**src/rtl/tdm_demux4.sv**
```systemverilog
// Receive-side demultiplexer for a 4-slot TDM bus: collects one frame into shadows and commits it in one edge.
// Optional per-beat even-parity checking is enabled by defining TDM_DEMUX_PARITY_CHECK_EN.
module tdm_demux4 #(
  parameter int WIDTH = 4
) (
  input  logic             clk,
  input  logic             reset,
  input  logic             valid,
  input  logic             sync,
  input  logic [WIDTH-1:0] d,
  input  logic             p,
  output logic [WIDTH-1:0] y0,
  output logic [WIDTH-1:0] y1,
  output logic [WIDTH-1:0] y2,
  output logic [WIDTH-1:0] y3,
  output logic             frame_valid,
  output logic             sync_err,
  output logic             par_err
);

  localparam logic [1:0] ST_HUNT   = 2'd0;
  localparam logic [1:0] ST_RECV   = 2'd1;
  localparam logic [1:0] ST_EXPECT = 2'd2;

  logic [1:0]       state_q, state_d;
  logic [1:0]       slot_q, slot_d;
  // Slot 3 never needs a shadow: it is committed straight from d.
  logic [WIDTH-1:0] s0_q, s0_d, s1_q, s1_d, s2_q, s2_d;
  logic [WIDTH-1:0] y0_q, y0_d, y1_q, y1_d, y2_q, y2_d, y3_q, y3_d;
  logic             frame_valid_q, frame_valid_d;
  logic             sync_err_q, sync_err_d;
  logic             par_err_q, par_err_d;
  logic             start_frame, end_frame;
  logic             frame_bad;

`ifdef TDM_DEMUX_PARITY_CHECK_EN
  logic bad_q, bad_d;
  logic beat_bad;

  assign beat_bad  = ^{d, p};
  assign frame_bad = bad_q | beat_bad;
`else
  logic unused_p;

  assign unused_p  = p;
  assign frame_bad = 1'b0;
`endif

  always_comb begin
    // NOTE: every signal gets a default first so no path leaves it unassigned (no latches).
    state_d       = state_q;
    slot_d        = slot_q;
    s0_d          = s0_q;
    s1_d          = s1_q;
    s2_d          = s2_q;
    y0_d          = y0_q;
    y1_d          = y1_q;
    y2_d          = y2_q;
    y3_d          = y3_q;
    frame_valid_d = 1'b0;
    sync_err_d    = 1'b0;
    par_err_d     = 1'b0;
    start_frame   = 1'b0;
    end_frame     = 1'b0;
`ifdef TDM_DEMUX_PARITY_CHECK_EN
    bad_d         = bad_q;
`endif

    if (valid) begin
      case (state_q)
        ST_HUNT: begin
          if (sync) start_frame = 1'b1;
        end
        ST_RECV: begin
          if (sync) begin
            sync_err_d  = 1'b1;
            start_frame = 1'b1;
          end else if (slot_q == 2'd3) begin
            end_frame = 1'b1;
          end else begin
            case (slot_q)
              2'd1:    s1_d = d;
              2'd2:    s2_d = d;
              default: ;
            endcase
            slot_d = slot_q + 2'd1;
`ifdef TDM_DEMUX_PARITY_CHECK_EN
            bad_d  = bad_q | beat_bad;
`endif
          end
        end
        ST_EXPECT: begin
          if (sync) begin
            start_frame = 1'b1;
          end else begin
            sync_err_d = 1'b1;
            state_d    = ST_HUNT;
          end
        end
        default: state_d = ST_HUNT;
      endcase
    end

    if (start_frame) begin
      s0_d    = d;
      slot_d  = 2'd1;
      state_d = ST_RECV;
`ifdef TDM_DEMUX_PARITY_CHECK_EN
      bad_d   = beat_bad;
`endif
    end

    // A bad frame still ends normally; it just never reaches the outputs.
    if (end_frame) begin
      state_d = ST_EXPECT;
      slot_d  = 2'd0;
`ifdef TDM_DEMUX_PARITY_CHECK_EN
      bad_d   = 1'b0;
`endif
      if (frame_bad) begin
        par_err_d = 1'b1;
      end else begin
        y0_d          = s0_q;
        y1_d          = s1_q;
        y2_d          = s2_q;
        y3_d          = d;
        frame_valid_d = 1'b1;
      end
    end
  end

  // NOTE: sequential state uses non-blocking assignments only.
  always_ff @(posedge clk) begin
    if (reset) begin
      state_q       <= ST_HUNT;
      slot_q        <= 2'd0;
      s0_q          <= '0;
      s1_q          <= '0;
      s2_q          <= '0;
      y0_q          <= '0;
      y1_q          <= '0;
      y2_q          <= '0;
      y3_q          <= '0;
      frame_valid_q <= 1'b0;
      sync_err_q    <= 1'b0;
      par_err_q     <= 1'b0;
`ifdef TDM_DEMUX_PARITY_CHECK_EN
      bad_q         <= 1'b0;
`endif
    end else begin
      state_q       <= state_d;
      slot_q        <= slot_d;
      s0_q          <= s0_d;
      s1_q          <= s1_d;
      s2_q          <= s2_d;
      y0_q          <= y0_d;
      y1_q          <= y1_d;
      y2_q          <= y2_d;
      y3_q          <= y3_d;
      frame_valid_q <= frame_valid_d;
      sync_err_q    <= sync_err_d;
      par_err_q     <= par_err_d;
`ifdef TDM_DEMUX_PARITY_CHECK_EN
      bad_q         <= bad_d;
`endif
    end
  end

  assign y0          = y0_q;
  assign y1          = y1_q;
  assign y2          = y2_q;
  assign y3          = y3_q;
  assign frame_valid = frame_valid_q;
  assign sync_err    = sync_err_q;
  assign par_err     = par_err_q;

endmodule

```
**config.mk**
```make
export PLATFORM = sky130hd
export DESIGN_NAME = tdm_demux4
export DESIGN_NICKNAME = d
export VERILOG_FILES = /design/src/rtl/tdm_demux4.sv
export SDC_FILE = /design/constraint.sdc
export NUM_CORES = 1
export LEC_CHECK = 0
export BUFFER_PORTS_ARGS = -buffer_cell sky130_fd_sc_hd__buf_4
export CAP_MARGIN = 20
export CORE_MARGIN = 3
export CORE_UTILIZATION = 36
export DETAILED_ROUTE_END_ITERATION = 8
export GPL_ROUTABILITY_DRIVEN = 0
export PLACE_DENSITY = 0.66
export SLEW_MARGIN = 20
export SYNTH_ARGS = -nofsm -noshare
export SYNTH_HDL_FRONTEND = slang
export SYNTH_SLANG_ARGS = --single-unit
```
**constraint.sdc**
```tcl
create_clock -name clk -period 2.57 [get_ports clk]
set_clock_uncertainty 0.05 [all_clocks]
set_input_delay 0.514 -clock clk [delete_from_list [all_inputs] [get_ports clk]]
set_output_delay 0.514 -clock clk [all_outputs]
set_load 0.1 [all_outputs]
```
### Yosys cells after proc, flatten, opt, wreduce, memory -nomap -nowiden

Index checks and enable logic that the tools add are counted.
Widths: inputs -> output; s select.

* flip-flop bits (word level): 34
* bits in latches: 0
* memory bits (writable): 0
* bits in read-only memories: 0
* input bits: 9
* output and inout bits: 19
* logic and storage cells: 63
* memories: 0

* add/subtract/negate cells: 1
* multipliers: 0
* divide/modulo/power cells: 0
* magnitude comparators: 0
* equal/unequal tests: 11
* shift operators: 0
* multiplexer cells: 20
* bitwise logic cells: 3
* reduce and logical (&&, ||, !) cells: 15

Operators with widths (count)
* $mux 1: 14
* $reduce_and 5->1: 2
* $mux 2: 4
* $reduce_and 4->1: 2
* $eq 2x2->1 const B: 3
* $reduce_and 3->1: 2
* $reduce_or 2->1: 3
* $reduce_or 3->1: 2
* $eq 2x1->1 const B: 2
* $ne 2x1->1 const B: 2
* $ne 4x4->1 const B: 1
* $pmux 2 s2: 1
* $reduce_bool 2->1: 2
* $ne 3x1->1 const B: 1
* $ne 3x3->1 const B: 1
* $not 1->1: 3
* $reduce_bool 3->1: 1
* $add 2x1->2 const B: 1
* $logic_not 2->1: 1
* $ne 2x2->1 const B: 1
* $pmux 1 s2: 1

### Logic depth before layout (Yosys ltp)

* depth after elaboration: 7
* mapped depth: 6
* gate-level depth less buffers: 5

### Worst setup path before layout

No wires, ideal clock.

* path type: in2reg
* start point: input port sync
* end point: register y0_q[0] (netlist: y0[0])
* setup time: 0.061 ns
* arrival: 1.557 ns
* data required time: 2.459 ns
* setup slack: 0.901 ns
* stages: 6
* path buffers: 3
* cell sequence: buf_6 > nand4bb_1 > buf_6 > nor3b_4 > buf_6 > a22o_2

* cells in the longest elaborated chain, start to end: 3

Ends and longest elaborated chain
* start, declared: RTL line 9 `input logic sync,`
* $mux 1: RTL line 75 `if (sync) begin`
* $mux 1: RTL line 70 `case (state_q)`
* $mux 1: RTL line 69 `if (valid) begin`
* end signal, assigned: RTL line 156 `y0_q <= y0_d;`
* end, declared: RTL line 29 `logic [WIDTH-1:0] y0_q, y0_d, y1_q, y1_d, y2_q, y2_d, y3_q, y3_d;`

No other way between the ends.
A chain may end at the register's enable or synchronous reset.

### Worst setup path in the final report

* start point: register slot_q[0]
* end point: register y3_q[0] (netlist: y3[0])

* cells in the longest elaborated chain, start to end: 5

Ends and longest elaborated chain
* start, declared: RTL line 26 `logic [1:0] slot_q, slot_d;`
* start signal, assigned: RTL line 152 `slot_q <= slot_d;`
* $eq 2x2->1: RTL line 78 `end else if (slot_q == 2'd3) begin`
* $mux 1: RTL line 78
* $mux 1: RTL line 75
* $mux 1: RTL line 70
* $mux 1: RTL line 69
* end signal, assigned: RTL line 159 `y3_q <= y3_d;`
* end, declared: RTL line 29

No other way between the ends.

==> run summary <==
P_leak: 0.673 nW
CP startpoint kind: flip-flop
Sw Ratio: 21.4%
Tcrit/Tclk final: 65.3%
Worst min path class: reg2reg
Core Area: 3720 um^2
Count of input and output buffers: 25
Syn. warnings: 0
Final Setup Violations: 0
Tot GR Track Use: 12.9%
Max transition margin: 65.1%
DP Wirelength: 1950 um
Io pins: 28
Post-synthesis sequential area ratio: 48.5%
Total negative slack: 0 ns
Drt initial violations: 47
Setup WS post-layout: 0.892 ns
Syn Inst Count: 127
Clock-pin slew on the worst setup and hold paths: 0.07 ns
FFs w/ async S/R, synth: 0%
Post-Syn Area: 1400 um^2
Full die area: 4680 um^2
Worst R2R Start: slot_q[0]$_SDFFE_PP0P_
Final Cell Area: 1680 um^2
Hold slack: 0.417 ns
CTS Sinks: 34
Clk network pwr share: 44.2%
#FFs+latches synth: 34
Overall die height: 68.4 um
Antenna diode count: 0
Clk_lat worst skew: 0.29 ns
# Max-Cap Violations: 0
Most frequent cells in the layout: 34 x dfxtp_1, 27 x buf_4, 16 x a22o_2
RSZ-0062 raised after global routing: false
DR WL/cell: 13.6 um
CTS tree: built
Top FF cell, synth: dfxtp_1
Outcome: finished, final reports clean
Combinational power share: 5.8%
Crit path capture type: flip-flop
Distinct cells, synth: 34
Worst-path maximum fanout: 12
TritonRoute pass-1 iters: 4
Switching pwr: 0.000231 W
Std cell rows: 22
Detailed Route WL: 2720 um
Synthesized area per cell: 11.1 um^2
Post-layout nets: 163
Vias/cell: 5.11
Vias in the first global route: 971
Hold Buf Count CTS: 0
Critical Path AT: 1.86 ns
Slew @ Worst Pin: 0.522 ns
Htree depth: 2
Post-Synthesis Net Count: 139
Required @ worst endpoint: 2.75 ns
Synthesis-to-finish area growth: 19.9%
Reg power frac: 49.9%
Crit path time final: 1.68 ns
DP Area: 1580 um^2
Root buffer cell: clkbuf_8
Kind of critical path: reg2reg
Pint: 0.000846 W
Grt total ovfl: 0
Setup bufs post-CTS: 0
Max-slew violations: 0
Starting density of the core: 37.8%
CTS buffer count: 5
Clock Path Buffers: 2
Remaining DRCs: 0
Proportion of layout cells with a drive suffix above 1: 36.8%
Global-route wire length before repair: 4330 um
Worst vdd ir: 183 uV
Initial antenna violation count: 0
EDFF count, synth: 0
Die X: 68.4 um
PwrDens: 640 nW/um^2
DR vias: 1021
Largest net degree at the start of global routing: 21
Pre-CTS setup slack: 0.658 ns
Hold_sp: s0_q[0]$_SDFFE_PP0P_
Fin. Hold Viols: 0
Post-route ant nets: 0
Fmax: 596 MHz
Most common cell after layout, fill and taps aside: dfxtp_1
Post_cts resized: 0
Worst Setup SP: slot_q[0]$_SDFFE_PP0P_
## cell usage after synthesis (3+ instances only)
| master | instances | share of area, % |
|---|---|---|
| a22o_2 | 16 | 11 |
| nand3_1 | 4 | 1.4 |
| dfxtp_1 | 34 | 48 |
| inv_1 | 4 | 1.1 |
| ha_1 | 3 | 2.7 |
| a21oi_1 | 10 | 3.6 |
| nand2b_1 | 9 | 4.0 |
| mux2i_1 | 4 | 2.9 |
| o2111ai_1 | 4 | 2.5 |
| o21ai_0 | 9 | 3.2 |
| buf_6 | 5 | 4.0 |
| nor2_1 | 3 | 0.80 |
## critical path: stages (launching register included)
cell and delay, ns:
dfxtp_1 0.36, ha_1 0.37, nor3b_4 0.43, buf_4 0.26, a22o_2 0.14
## cells by family (layout without fill, tap and decap cells)
kind of cell             Yosys count  count (layout)  synth area share (%)
adder cells (fa/ha/maj)            3               3                  2.67
other                              1               1                 0.267
AO/OA/AOI/OAI                     44              44                  24.4
AND/OR/NAND/NOR                   27              27                  13.8
buffers and inverters             14              39                  7.49
multiplexers                       4               4                  2.85
flip-flops                        34              34                  48.5
## final timing paths
path	endpoint	cells past startpoint	slack (ns)
worst max-delay path	y3[0]$_SDFFE_PP0P_	4	0.89
worst min-delay path	y0[0]$_SDFFE_PP0P_	1	0.42
worst max register to register	y3[0]$_SDFFE_PP0P_	4	0.89
worst min register to register	y0[0]$_SDFFE_PP0P_	1	0.42
## layout make-up
cell class | instances | area [um^2]
Inverter | 4 | 15.0
Fill cell | 355 | 2030
Tap cell | 48 | 60.1
Clock inverter | 1 | 30.0
Timing Repair Buffer | 27 | 203
Sequential cell | 34 | 681
Multi-Input combinational cell | 79 | 618
Clock buffer | 7 | 76.3
## metrics by stage
step / total power [W] / instances / utilization (%)
final: 0.00108 / 200 / 45.3
after detailed placement: 0.000612 / 192 / 42.4
after CTS: 0.00108 / 200 / 45.3
after floorplan: 0.000599 / 127 / -
after global routing: 0.00111 / 200 / 45.3
after global placement: 0.000611 / 192 / 42.4
## power groups by stage
stage	sequential (W)	combinational (W)	clock [W]
after detailed placement	0.000549	0.0000627	0
after global routing	0.000538	0.0000681	0.000507
after CTS	0.000537	0.0000630	0.000484
after global placement	0.000549	0.0000614	0
after floorplan	0.000551	0.0000480	0
final	0.000538	0.0000629	0.000476
## state kept, by name (all words and copies together), names as in the netlist
register     cells
y1               4
s0_q             4
s2_q             4
y2               4
y0               4
slot_q           2
y3               4
s1_q             4
state_q          2
frame_valid      1
sync_err         1
## per-layer routing
metal / wire (um) / vias up / GRT usage (%)
li1: - / 511 / -
met1: 1160 / 483 / 13.4
met2: 1350 / 19 / 22.2
met3: 115 / 8 / 3.12
met4: 93 / 0 / 9.68
met5: 0 / - / 0
Note: power is estimated with default switching activity, not from simulation.
